$ cat config.mk
export PLATFORM = sky130hd
export DESIGN_NAME = hamming_secded_decoder
export DESIGN_NICKNAME = d
export VERILOG_FILES = /design/src/rtl/hamming_secded_decoder.sv
export SDC_FILE = /design/constraint.sdc
export NUM_CORES = 1
export LEC_CHECK = 0
export CAP_MARGIN = 10
export CORE_MARGIN = 2
export CORE_UTILIZATION = 40
export DETAILED_ROUTE_END_ITERATION = 12
export GPL_TIMING_DRIVEN = 0
export PLACE_DENSITY = 0.79
export SLEW_MARGIN = 10
export SYNTH_ARGS = -nofsm -noshare
export SYNTH_HDL_FRONTEND = slang
export SYNTH_SLANG_ARGS = --single-unit
$ cat constraint.sdc
create_clock -name clk -period 1.5 [get_ports clk]
set_input_delay 0.3 -clock clk [delete_from_list [all_inputs] [get_ports clk]]
set_output_delay 0.3 -clock clk [all_outputs]
set_load 0.02 [all_outputs]
$ cat src/rtl/hamming_secded_decoder.sv
// Two-stage pipelined Hamming SEC-DED decoder for the PUF response path.
// Stage 1 captures the extracted raw data bits, the syndrome and the overall parity.
// Stage 2 applies the single-bit correction and registers the data and the error flags.
// Optional saturating error counters are built only when ECC_ERR_CNT_EN is defined.
// Without the macro, corr_cnt/uncorr_cnt read 0 and cnt_clr is ignored.
module hamming_secded_decoder #(
    parameter int unsigned R     = 4,
    parameter int unsigned CNT_W = 16
) (
    input  logic             clk,
    input  logic             rst,
    input  logic             in_valid,
    output logic             in_ready,
    input  logic [0:(1<<R)-1] c_in,
    output logic             out_valid,
    input  logic             out_ready,
    output logic [0:(1<<R)-2-R] data_out,
    output logic             corrected,
    output logic             uncorrectable,
    input  logic             cnt_clr,
    output logic [CNT_W-1:0] corr_cnt,
    output logic [CNT_W-1:0] uncorr_cnt
);

    localparam int unsigned N = (1 << R) - 1;
    localparam int unsigned K = N - R;

    logic         s1_valid_q, s1_valid_d;
    logic [0:K-1] s1_raw_q, s1_raw_d;
    logic [R-1:0] s1_syn_q, s1_syn_d;
    logic         s1_par_q, s1_par_d;

    logic         s2_valid_q, s2_valid_d;
    logic [0:K-1] data_q, data_d;
    logic         corr_q, corr_d;
    logic         uncorr_q, uncorr_d;

    logic [0:K-1] raw_c;
    logic [R-1:0] syn_c;
    logic [0:K-1] fixed_c;
    logic         s2_load;

    // Syndrome, overall parity and raw data extraction straight from the input word
    always_comb begin
        int k;
        syn_c = '0;
        raw_c = '0;
        k     = 0;
        for (int p = 1; p <= int'(N); p++) begin
            if (c_in[p-1]) syn_c = syn_c ^ R'(p);
            if ((p & (p - 1)) != 0) begin
                raw_c[k] = c_in[p-1];
                k++;
            end
        end
    end

    // Single-error correction of the stage-1 data: flip the bit whose position matches s
    always_comb begin
        int k;
        fixed_c = '0;
        k       = 0;
        for (int p = 1; p <= int'(N); p++) begin
            if ((p & (p - 1)) != 0) begin
                fixed_c[k] = s1_raw_q[k] ^ (s1_par_q && (s1_syn_q == R'(p)));
                k++;
            end
        end
    end

    // Handshake and next-state for both pipeline stages
    always_comb begin
        s2_load    = !s2_valid_q || out_ready;
        in_ready   = !rst && (!s1_valid_q || s2_load);

        s1_valid_d = s1_valid_q;
        s1_raw_d   = s1_raw_q;
        s1_syn_d   = s1_syn_q;
        s1_par_d   = s1_par_q;
        s2_valid_d = s2_valid_q;
        data_d     = data_q;
        corr_d     = corr_q;
        uncorr_d   = uncorr_q;

        if (in_ready) begin
            s1_valid_d = in_valid;
            if (in_valid) begin
                s1_raw_d = raw_c;
                s1_syn_d = syn_c;
                s1_par_d = ^c_in;
            end
        end

        if (s2_load) begin
            s2_valid_d = s1_valid_q;
            if (s1_valid_q) begin
                data_d   = fixed_c;
                corr_d   = s1_par_q;
                uncorr_d = !s1_par_q && (s1_syn_q != '0);
            end
        end
    end

    // Pipeline registers
    always_ff @(posedge clk) begin
        if (rst) begin
            s1_valid_q <= 1'b0;
            s1_raw_q   <= '0;
            s1_syn_q   <= '0;
            s1_par_q   <= 1'b0;
            s2_valid_q <= 1'b0;
            data_q     <= '0;
            corr_q     <= 1'b0;
            uncorr_q   <= 1'b0;
        end else begin
            s1_valid_q <= s1_valid_d;
            s1_raw_q   <= s1_raw_d;
            s1_syn_q   <= s1_syn_d;
            s1_par_q   <= s1_par_d;
            s2_valid_q <= s2_valid_d;
            data_q     <= data_d;
            corr_q     <= corr_d;
            uncorr_q   <= uncorr_d;
        end
    end

    assign out_valid     = s2_valid_q;
    assign data_out      = data_q;
    assign corrected     = corr_q;
    assign uncorrectable = uncorr_q;

`ifdef ECC_ERR_CNT_EN
    logic [CNT_W-1:0] corr_cnt_q, corr_cnt_d;
    logic [CNT_W-1:0] uncorr_cnt_q, uncorr_cnt_d;
    logic             out_hs;

    // Saturating counts of delivered flagged words; clear wins over increment
    always_comb begin
        out_hs       = s2_valid_q && out_ready;
        corr_cnt_d   = corr_cnt_q;
        uncorr_cnt_d = uncorr_cnt_q;
        if (cnt_clr) begin
            corr_cnt_d   = '0;
            uncorr_cnt_d = '0;
        end else if (out_hs) begin
            if (corr_q && (corr_cnt_q != '1))     corr_cnt_d   = corr_cnt_q + CNT_W'(1);
            if (uncorr_q && (uncorr_cnt_q != '1)) uncorr_cnt_d = uncorr_cnt_q + CNT_W'(1);
        end
    end

    // Counter registers
    always_ff @(posedge clk) begin
        if (rst) begin
            corr_cnt_q   <= '0;
            uncorr_cnt_q <= '0;
        end else begin
            corr_cnt_q   <= corr_cnt_d;
            uncorr_cnt_q <= uncorr_cnt_d;
        end
    end

    assign corr_cnt   = corr_cnt_q;
    assign uncorr_cnt = uncorr_cnt_q;
`else
    logic unused_cnt_clr;
    assign unused_cnt_clr = cnt_clr;
    assign corr_cnt       = '0;
    assign uncorr_cnt     = '0;
`endif

endmodule

==> summary.md <==
| Metric | Value |
|---|---|
| Top cells by count, synth | buf_4 (32), dfxtp_1 (31), nor2_1 (29), xnor2_1 (25) |
| Number of flops mapped to enable cells by yosys | 0 |
| IO Port Bufs | 34 |
| Gp weighted congestion | approximately 0.80 |
| LEAKAGE | 1.21 nW |
| Synth top area share | 0.344 |
| CTS H-tree depth | 2 |
| Clock Skew | roughly 0.0035 ns |
| Drt first pass iters | 4 |
| Final hold vios | 0 |
| Routed WL | ~3.5 mm |
| CTS tree | built |
| Layout cells sized above 1 | 0.247 |
| Post-DRT Antenna Nets | 0 |
| HPWL Detailed | about 2.7 mm |
| Bufs and invs on worst path | 1 |
| First-pass GRT wire length | between 5 and 6 mm |
| Clock Latency Late Sink | 0.28 ns |
| Pin count of the biggest net entering global routing | 11 |
| Pre-CTS setup slack | -1.03 ns |
| Slew Viols, Final | 0 |
| # rows | 24 |
| Sequential area share after synthesis | 0.344 |
| DR vias/cell | about 4.3 |
| Number of synthesized register bits | 31 |
| Yosys top cell by area | dfxtp_1 |
| Final nets | roughly 300 |
| Wirelength per Cell | just over 10 um |
| Die Y | between 70 and 80 um |
| Cell Pwr Density | 955 nW/um^2 |
| TNS Setup | 0 ns |
| Synth area leaders | dfxtp_1 (34%), buf_4 (13%), xnor2_1 (12%), nor2_1 (6.0%), a211oi_1 (5.8%) |
| WP data arrival | roughly 1.7 ns |
| Via count | 1463 |
| RSZ-0062 raised after global routing | no |
| Final setup fails | 0 |
| Initial core utilization | 0.414 |
| Synth-to-Final Area Change | 41.1% |
| Top FF cell, synth | dfxtp_1 |
| Clock sink count | 31 |
| Syn_area_per_cell | a little under 9 um^2 |
| FFs w/ async S/R, synth | 0 |
| Drc violations | 0 |
| CP max-delay cell | xnor3_1 |
| DIE WIDTH | between 70 and 80 um |
| GRT Total Usage | 0.145 |
| Gate Count Post-Synth | approximately 210 |
| Antenna violations before repair | 0 |
| Startpoint types | input port |
| Crit path time final | roughly 1.5 ns |
| Final std cells w/o fill | between 300 and 400 |
| Distinct cell type count after synthesis | 25 |
| Worst setup EP type | flop |
| CP max stage delay | between 0.4 and 0.5 ns |
| Placed insts | roughly 320 |
| Clk buf depth | 2 |
| Final worst-path cycle share | 0.972 |
| Root Buffer | clkbuf_8 |
| Worst min path class | in2reg |
| Mapped Area | about 1800 um^2 |
| Worst-path clk slew | roughly 0.06 ns |
| IO Pins | 68 |
| Max-cap violations | 0 |
| Hold_buf cts | 0 |
| Status | completed |
| CTS buffer count | 5 |
| 1st-iter DRT viols | 38 |
| Worst path required time | 1.71 ns |
| Hold slack | ~0.24 ns |
| Total power | about 0.0024 W |
| Core area | 4350 um^2 |
| CP Cell Sequence | clkdlybuf4s15_1 -> xor3_2 -> xnor2_2 -> xnor3_1 -> mux2i_1 |
| Cell family with most CP delay | XOR/XNOR gates |
| Vias in the first global route | around 1300 |
| Critical path type | in2reg |
| Antenna cell count | 0 |
| Die area | just over 5000 um^2 |
| CP Max Fanout | 3 |
| F_max | about 0.69 GHz |
| Most frequent cell after synthesis | buf_4 |
| Grt ovf | 0 |
| Worst vdd ir | just over 500 uV |
| Worst setup margin | between 0.04 and 0.05 ns |
| Synth warn | 0 |
[path summary, 6_finish.rpt]
check	to	startpoint	depth (start not counted)	slack [ns]
worst max-delay path	s1_par_q	c_in[12]	5	0.04
worst min-delay path	s1_raw_q[7]	c_in[11]	3	0.24
worst max register to register	s1_syn_q[1]	out_valid	5	0.23
worst min register to register	s1_raw_q[8]	s1_raw_q[8]	2	0.49
[where the power goes]
group          switching (W)  internal [W]  leakage (nW)
registers          0.0000724      0.000901         0.256
clock network       0.000303      0.000417        0.0505
logic               0.000347      0.000388         0.902
[layer usage]
metal,GRT usage,part of all wire
met4,0.0524,0.025
met3,0.0470,0.069
met5,0,0
met1,0.190,0.45
met2,0.225,0.46
[logic make-up after synthesis]
group                     count (synthesis)  share of synthesized area
and+or+nand+nor                          64                      0.167
xor gates and xnor gates                 35                      0.210
other                                     1                    0.00208
AOI/OAI and AO/OA                        30                      0.105
muxes                                     3                     0.0167
DFF                                      31                      0.344
buffers and inverters                    42                      0.155
[state kept, by name, indices dropped and copies added (netlist names)]
name	cells
data_out	11
s1_raw_q	11
s1_syn_q	4
corrected	1
out_valid	1
s1_par_q	1
s1_valid_q	1
uncorrectable	1
[final cells by class]
cell class,count,area (um^2)
plain buffers,41,310
clock buffers,7,96.3
clock inverters,1,7.51
fillers,397,1810
inverters,1,3.75
multi-input cells,164,1080
flip-flops and latches,31,621
well taps,52,65.1
repair buffers,42,363
[per-stage QoR]
step | instance area (um^2) | utilization
final | 2540 | 0.584
after global routing | 2540 | 0.584
after CTS | 2500 | 0.573
after detailed placement | 2320 | 0.534
after global placement | 2320 | 0.534
after floorplan | 1920 | -
[worst reg2reg max path, stage by stage (launching register included)]
cell      delay, ns
dfxtp_1        0.31
nor2b_4        0.14
a211oi_4       0.26
buf_4          0.21
nor2_1         0.05
a211oi_1       0.21
[cells in the final DEF, fill, tap and decap left out, drive strengths merged]
cell,instances
buf,45
conb,32
dfxtp,31
nor2,29
xnor2,27
dlygate4sd2,23
clkbuf,15
nand2b,14
a211oi,14
nand2,12
o21ai,11
xor2,4
a21oi,3
xnor3,3
mux2i,3
dlymetal6s2s,3
nor3b,2
a21o,2
nand3b,2
clkdlybuf4s50,2
nor2b,2
clkdlybuf4s15,2
inv,1
xor3,1
nand4,1
nand3,1
nor3,1
clkinvlp,1
[what timing repair did]
action | CTS | global route
buffers inserted | 5 | 3
gates cloned | 0 | 0
pin swaps | 10 | 7
resized for setup | 52 | 21
endpoints found under the setup margin | 46 | 17
No activity file was read; power rests on OpenSTA's default activity.
